$ cat config.mk
export PLATFORM = sky130hd
export DESIGN_NAME = brush_painter
export DESIGN_NICKNAME = d
export VERILOG_FILES = /design/src/rtl/brush_painter.sv
export SDC_FILE = /design/constraint.sdc
export NUM_CORES = 1
export LEC_CHECK = 0
export CAP_MARGIN = 40
export CORE_MARGIN = 4
export CORE_UTILIZATION = 40
export CTS_CLUSTER_DIAMETER = 60
export DETAILED_ROUTE_END_ITERATION = 16
export HOLD_SLACK_MARGIN = 0.03
export PLACE_DENSITY = 0.64
export SLEW_MARGIN = 20
export SYNTH_ARGS = -nofsm -noshare
export SYNTH_HDL_FRONTEND = slang
export SYNTH_SLANG_ARGS = --single-unit
$ cat constraint.sdc
create_clock -name clk -period 3.1 [get_ports clk]
set_input_delay 0.31 -clock clk [delete_from_list [all_inputs] [get_ports clk]]
set_output_delay 0.31 -clock clk [all_outputs]
set_load 0.02 [all_outputs]
$ cat src/rtl/brush_painter.sv
// brush_painter: turns one clipped square brush command, or a full-canvas
// clear, into a stream of single-pixel writes, one per clock.
// Ports:
//   clk, reset (sync, active high)
//   start, clear, cx, cy, radius, color : command inputs, sampled in IDLE
//   busy, done                          : command status
//   brush, wx, wy, newColor             : pixel store write port
module brush_painter #(
    parameter int         CANVAS_BITS = 7,
    parameter logic [2:0] ERASE_COLOR = 3'b000
) (
    input  logic       clk,
    input  logic       reset,
    input  logic       start,
    input  logic       clear,
    input  logic [7:0] cx,
    input  logic [7:0] cy,
    input  logic [2:0] radius,
    input  logic [2:0] color,
    output logic       busy,
    output logic       done,
    output logic       brush,
    output logic [7:0] wx,
    output logic [7:0] wy,
    output logic [2:0] newColor
);

    localparam int                CB   = CANVAS_BITS;
    localparam logic signed [9:0] NMAX = 10'sd2 ** CB - 10'sd1;

    typedef enum logic [1:0] {IDLE, PAINT, CLEAR, DONE} state_t;

    state_t        state_q, state_d;
    logic [CB-1:0] x_q, x_d, y_q, y_d;
    logic [CB-1:0] xlo_q, xlo_d, xhi_q, xhi_d, yhi_q, yhi_d;
    logic [2:0]    col_q, col_d;
    logic          busy_q, busy_d, done_q, done_d, brush_q, brush_d;
    logic [7:0]    wx_q, wx_d, wy_q, wy_d;
    logic [2:0]    nc_q, nc_d;

    // Clipping of the requested footprint, evaluated on the accept edge.
    logic signed [9:0] cx_s, cy_s, r_s;
    logic signed [9:0] xlo_s, xhi_s, ylo_s, yhi_s;
    logic              empty;

    always_comb begin
        cx_s  = signed'({2'b00, cx});
        cy_s  = signed'({2'b00, cy});
        r_s   = signed'({7'd0, radius});
        xlo_s = cx_s - r_s;
        xhi_s = cx_s + r_s;
        ylo_s = cy_s - r_s;
        yhi_s = cy_s + r_s;
        if (xlo_s < 10'sd0) xlo_s = 10'sd0;
        if (ylo_s < 10'sd0) ylo_s = 10'sd0;
        if (xhi_s > NMAX)   xhi_s = NMAX;
        if (yhi_s > NMAX)   yhi_s = NMAX;
        empty = (xlo_s > xhi_s) || (ylo_s > yhi_s);
    end

    logic last;
    assign last = (x_q == xhi_q) && (y_q == yhi_q);

    always_comb begin
        state_d = state_q;
        x_d     = x_q;
        y_d     = y_q;
        xlo_d   = xlo_q;
        xhi_d   = xhi_q;
        yhi_d   = yhi_q;
        col_d   = col_q;
        busy_d  = busy_q;
        done_d  = 1'b0;
        brush_d = 1'b0;
        wx_d    = wx_q;
        wy_d    = wy_q;
        nc_d    = nc_q;
        unique case (state_q)
            IDLE: begin
                busy_d = 1'b0;
                if (clear) begin
                    state_d = CLEAR;
                    busy_d  = 1'b1;
                    x_d     = '0;
                    y_d     = '0;
                    xlo_d   = '0;
                    xhi_d   = '1;
                    yhi_d   = '1;
                    col_d   = ERASE_COLOR;
                end else if (start) begin
                    busy_d  = 1'b1;
                    state_d = empty ? DONE : PAINT;
                    x_d     = xlo_s[CB-1:0];
                    y_d     = ylo_s[CB-1:0];
                    xlo_d   = xlo_s[CB-1:0];
                    xhi_d   = xhi_s[CB-1:0];
                    yhi_d   = yhi_s[CB-1:0];
                    col_d   = color;
                end
            end
            PAINT, CLEAR: begin
                brush_d = 1'b1;
                wx_d    = 8'(x_q);
                wy_d    = 8'(y_q);
                nc_d    = col_q;
                // Row-major walk; the x counter restarts at xlo each row.
                if (x_q == xhi_q) begin
                    x_d = xlo_q;
                    y_d = y_q + 1'b1;
                end else begin
                    x_d = x_q + 1'b1;
                end
                if (last) state_d = DONE;
            end
            DONE: begin
                done_d  = 1'b1;
                state_d = IDLE;
            end
            default: state_d = IDLE;
        endcase
    end

    always_ff @(posedge clk) begin
        if (reset) begin
            state_q <= IDLE;
            x_q     <= '0;
            y_q     <= '0;
            xlo_q   <= '0;
            xhi_q   <= '0;
            yhi_q   <= '0;
            col_q   <= '0;
            busy_q  <= 1'b0;
            done_q  <= 1'b0;
            brush_q <= 1'b0;
            wx_q    <= '0;
            wy_q    <= '0;
            nc_q    <= '0;
        end else begin
            state_q <= state_d;
            x_q     <= x_d;
            y_q     <= y_d;
            xlo_q   <= xlo_d;
            xhi_q   <= xhi_d;
            yhi_q   <= yhi_d;
            col_q   <= col_d;
            busy_q  <= busy_d;
            done_q  <= done_d;
            brush_q <= brush_d;
            wx_q    <= wx_d;
            wy_q    <= wy_d;
            nc_q    <= nc_d;
        end
    end

    assign busy     = busy_q;
    assign done     = done_q;
    assign brush    = brush_q;
    assign wx       = wx_q;
    assign wy       = wy_q;
    assign newColor = nc_q;

endmodule

**Yosys cells after proc, flatten, opt, wreduce, memory -nomap -nowiden**

Index checks and enable logic that the tools add are counted.

- Bits in registers: 60
- Logic and storage cells: 70
- Output and inout bits: 22

- Add/sub/neg operators: 6
- Reductions and logical operators: 10
- Order comparisons: 6
- Eq/ne operators: 8
- Mux-type cells: 27

Operator list:

| operator | count |
|---|---|
| $mux 7 | 10 |
| $pmux 7 s2 | 2 |
| $gt 10x10->1 | 2 |
| $mux 10 | 2 |
| $add 8x3->9 | 2 |
| $gt 9x7->1 const B | 2 |
| $lt 9x1->1 const B | 2 |
| $mux 9 | 2 |
| $sub 8x3->9 | 2 |
| $add 7x1->7 const B | 2 |
| $eq 7x7->1 | 2 |
| $mux 2 | 4 |
| $mux 3 | 2 |
| $pmux 2 s3 | 1 |
| $reduce_and 2->1 | 3 |
| $eq 2x2->1 const B | 2 |
| $mux 1 | 4 |
| $ne 2x2->1 const B | 2 |
| $reduce_bool 2->1 | 2 |
| $ne 3x3->1 const B | 1 |
| $reduce_and 3->1 | 1 |
| $eq 2x1->1 const B | 1 |
| $logic_not 2->1 | 1 |
| $reduce_or 2->1 | 1 |
| 2 further kinds | 2 |

**Longest topological paths before layout**

- Depth in word-level cells: 9
- Mapped depth: 16

**Least setup slack after synthesis**

OpenSTA, ideal clock, no wires.

- Path type: input-to-reg
- Start point: in cx[0]
- End point: reg state_q[1]
- Setup time: 131 ps
- Arrival time: 3124 ps
- Required time: 2969 ps
- Stages: 15
- Slack: -154 ps
- Cells stage by stage: ha_1 fa_1 nor2b_1 o21ai_0 nand2_1 mux2i_1 clkbuf_1 and2_1 ha_1 and3_1 a221oi_1 o221ai_1 o21ai_0 nor2b_1 o41ai_1

- Longest elaborated chain between the ends: 9
- Elaborated cells on any way between the ends: 12

Ends and longest elaborated chain:

| item | RTL line | text |
|---|---|---|
| from (decl) | 16 | `input logic [7:0] cx,` |
| $sub 8x3->9 / $add 8x3->9 (equally long branches) | 50, 51 |  |
| $lt 9x1->1 / $gt 9x7->1 (equally long branches) | 54, 56 |  |
| $mux 10 / $mux 9 (equally long branches) | 54, 56 |  |
| $gt 10x10->1 * | 58 | `empty = (xlo_s > xhi_s) \|\| (ylo_s > yhi_s);` |
| $logic_or 1x1->1 * | 58 |  |
| $mux 2 * | 92 | `state_d = empty ? DONE : PAINT;` |
| $mux 2 * | 90 | `end else if (start) begin` |
| $mux 2 * | 81 | `if (clear) begin` |
| $pmux 2 s3 * | 78 | `unique case (state_q)` |
| to (signal assigned) | 139 | `state_q <= state_d;` |
| to (decl) | 33 | `state_t state_q, state_d;` |

Mark *: on every way between the ends. The rest lies on a longest branch, timed or not. The select of a mux whose other input is x is not followed.
A chain may end at the register's enable or synchronous reset.

**Worst setup path after layout**

- Start point: in radius[0]
- End point: reg state_q[1]

- Longest elaborated chain between the ends: 9
- Elaborated cells on any way between the ends: 19

Ends and longest elaborated chain:

| item | RTL line | text |
|---|---|---|
| from (decl) | 18 | `input logic [2:0] radius,` |
| $sub 8x3->9, or another cell as far along | 50 | `xlo_s = cx_s - r_s;` |
| $lt 9x1->1, or another cell as far along | 54 | `if (xlo_s < 10'sd0) xlo_s = 10'sd0;` |
| $mux 10, or another cell as far along | 54 |  |
| $gt 10x10->1 | 58 |  |
| $logic_or 1x1->1 * | 58 |  |
| $mux 2 * | 92 |  |
| $mux 2 * | 90 |  |
| $mux 2 * | 81 |  |
| $pmux 2 s3 * | 78 |  |

Marked as above.

==> results.yml <==
finish:
  final_nets: 662
  fillers: 854
  final_area_mm2: 0.00570
  layout-drive-gt1-share_pct: 26.7
  num_antenna_cells: 0
  areaGrowthSynthToFinish_pct: 41.5
sta:
  worst_pin_slew_ps: 684
  setup_violations: 0
  relSlewSlack_pct: 54.4
  period_share_pct: 96.9
  fin_crit_ps: 3010
  max_freq_mhz: 333
  hold_ws_ps: 455
  worst_slack_ps: 94.8
  slew_violations: 0
  tns_ps: 0
  finalHoldViolations: 0
  skew_ps: 8.33
worst_setup_path:
  start_kind: "primary input"
  cp_top_family: "simple AND/OR/NAND/NOR gates"
  slowest_delay_ps: 330
  cp.arrival_ps: 3210
  cp_max_fo: 3
  slowest_stage: "fa_2"
  cp_common_cell: "buf_4"
  cp-startpoint: "radius[0]"
  r2r_start: "state_q[0]$_SDFFE_PP0P_"
  criticalPathCategory: "primary input to flop"
  cp_cell_sequence: "dlygate4sd2_1 -> buf_4 -> ha_4 -> fa_2 -> nor2b_2 -> o21ai_2 -> buf_4 -> buf_4 -> buf_4 -> xnor2_1 -> nor2_2 -> ha_1 -> nand4_1 -> or2_4 -> o21ai_4 -> o2111ai_4 -> nor2b_4 -> o41ai_2"
  required_ps: 3310
  critPathBufInv: 5
  worstSetupEndpointType: "flop"
drt:
  ant_nets: 0
  vias_per_cell: 5.20
  vias: 3836
  firstDrtPassIters: 4
  drt-initial-drc-count: 188
  wl_per_cell_um: 14.7
  routed_wl_um: 10800
  drcViolationCount: 0
yosys:
  syn_inst: 489
  yosys_warnings: 0
  synth_seq_area_share_pct: 29.8
  avgSynthCellArea_um2: 8.23
  synthTopCellsByArea: "dfxtp_1 30%, ha_1 10%, nor2_1 7.0%"
  synthArstFlopShare_pct: 0
  synth_area_mm2: 0.00403
  ys_top_cells_by_count: "75 x nor2_1, 60 x dfxtp_1, 33 x ha_1, 30 x nand2_1, 24 x xnor2_1"
  yosysTopAreaCell: "dfxtp_1"
  ys_types: 58
  synth_top_area_share_pct: 29.8
  synth-edff-count: 0
  synthMostInstantiatedCell: "nor2_1"
  ys_seq_elements: 60
  synthFlopType: "dfxtp_1"
grt:
  first_global_vias: 3739
  overflow: 0
  track_usage_pct: 18.6
  antenna_found_initial: 0
  grt_max_degree: 38
  grt_pass1_wl_um: 17500
clock_network:
  cts.sinks: 60
  path_clk_slew_ps: 70
  htreeDepth: 3
  clock_path_buffers: 2
  worst_skew_pair.late_latency_ps: 340
  ctsHoldBuffers: 0
  cts-root-buf: "clkbuf_8"
  cts_tree: "yes"
  cts_made_buffers: 9
floorplan:
  start_util_pct: 41.2
  pin_count: 48
  core-area_mm2: 0.00977
  die-width_um: 108
  fp-row-count: 36
  dieArea_mm2: 0.0117
  fp.dieH_um: 108
placement:
  gp_congestion: 0.854
  post-place-ws_ps: -690
  portBuffers: 45
  placed_cell_area_mm2: 0.00503
  hpwlAfterDp_um: 7930
run:
  maxCapViolCount: 0
status:
  status: "completed"
worst_hold_path:
  worst_hold_path_type: "flop to flop"
  min_from: "xlo_q[5]$_SDFFE_PP0P_"
pwr:
  p_per_area_mw_per_mm2: 652
  ir_drop_uv: 307
  power.leakage_nw: 2.41
metrics by stage:
stage | power (mW) | cells | util [%]
after floorplan | 2.26 | 491 | -
after global placement | 2.79 | 707 | 51.5
after detailed placement | 2.82 | 707 | 51.5
after CTS | 3.65 | 731 | 55.6
after global routing | 3.98 | 737 | 58.3
final | 3.71 | 737 | 58.3
power breakdown:
group          leakage, nW  total (mW)  switching [mW]  internal [mW]
Sequential           0.493        1.14           0.176          0.959
Combinational         1.80        1.80           0.964          0.840
Clock                0.113       0.774           0.304          0.470
Total                 2.41        3.71            1.44           2.27
cell families (layout without fill, tap and decap cells):
| group | Yosys count | in the layout | share of synthesized area [%] |
|---|---|---|---|
| other | 2 | 4 | 0.187 |
| muxes | 27 | 27 | 6.90 |
| adders and majority gates | 37 | 37 | 12.2 |
| AOI/OAI and AO/OA | 89 | 89 | 15.6 |
| xor gates and xnor gates | 36 | 36 | 7.83 |
| buffers and inverters | 50 | 163 | 5.07 |
| and+or+nand+nor | 188 | 188 | 22.4 |
| DFF | 60 | 60 | 29.8 |
flip-flops by register name, summed over array words and instances, names as in the netlist:
register,flops
wx,7
wy,7
x_q,7
xhi_q,7
xlo_q,7
y_q,7
yhi_q,7
col_q,3
newColor,3
state_q,2
brush,1
busy,1
done,1
worst register-to-register path, delay by kind of cell, from the launching register on:
family	cells	cell delay [ps]
fa+ha+maj	1	380
simple gates	2	130
flops	1	370
compound gates	2	850
buf+inv	2	420
worst paths after layout:
| check | to | slack [ps] | depth (start not counted) |
|---|---|---|---|
| setup reg to reg | y_q[0]$_SDFFE_PP0P_ | 810 | 7 |
| setup / recovery | state_q[1]$_SDFFE_PP0P_ | 90 | 18 |
| hold reg to reg | xlo_q[5]$_SDFFE_PP0P_ | 450 | 2 |
| hold / removal | xlo_q[5]$_SDFFE_PP0P_ | 450 | 2 |
per-layer routing:
metal | global-route usage, % | part of all wire, %
met2 | 30.6 | 48
met5 | 0 | 0
met3 | 3.94 | 4.9
met1 | 23.8 | 45
met4 | 7.12 | 2.4
cell type report:
type	count	area, um^2	area share (%)
well taps	133	166	2.92
flip-flops and latches	60	1200	21.1
clock inverters	5	75.1	1.32
inverters	20	75.1	1.32
clock buffers	11	141	2.48
multi-input cells	381	2970	52.1
repair buffers	127	1070	18.8
what timing repair did:
| action | in CTS | in global routing |
|---|---|---|
| pin swaps | 12 | 19 |
| gates resized for setup | 32 | 47 |
| endpoints found under the setup margin | 1 | 1 |
| buffers inserted | 8 | 6 |
cells in the final DEF, fill, tap and decap left out, types with 5 or more instances in the layout:
cell type        netlist  layout
xor2_1                12      11
and2_1                 7       5
nand2b_1               7       6
nand2_1               30      29
ha_1                  33      23
nand3_1                9       9
clkdlybuf4s50_1        0      36
xnor2_1               24      24
and3_1                 8       7
dfxtp_1               60      60
nor3_1                16      15
nor2_1                75      70
nor2b_1               14      12
o21ai_0               12       6
inv_1                 20      18
clkbuf_8               0      10
a21oi_1               20      18
ha_4                   0       8
nand4_1                6       6
dlymetal6s2s_1         0       5
a311oi_1               8       8
buf_4                  3      81
a211oi_1              10       9
a221oi_1               6       5
mux2i_1               21      20
mux2_2                 6       5
or2_2                  6       5
No activity file was read; power rests on OpenSTA's default activity.
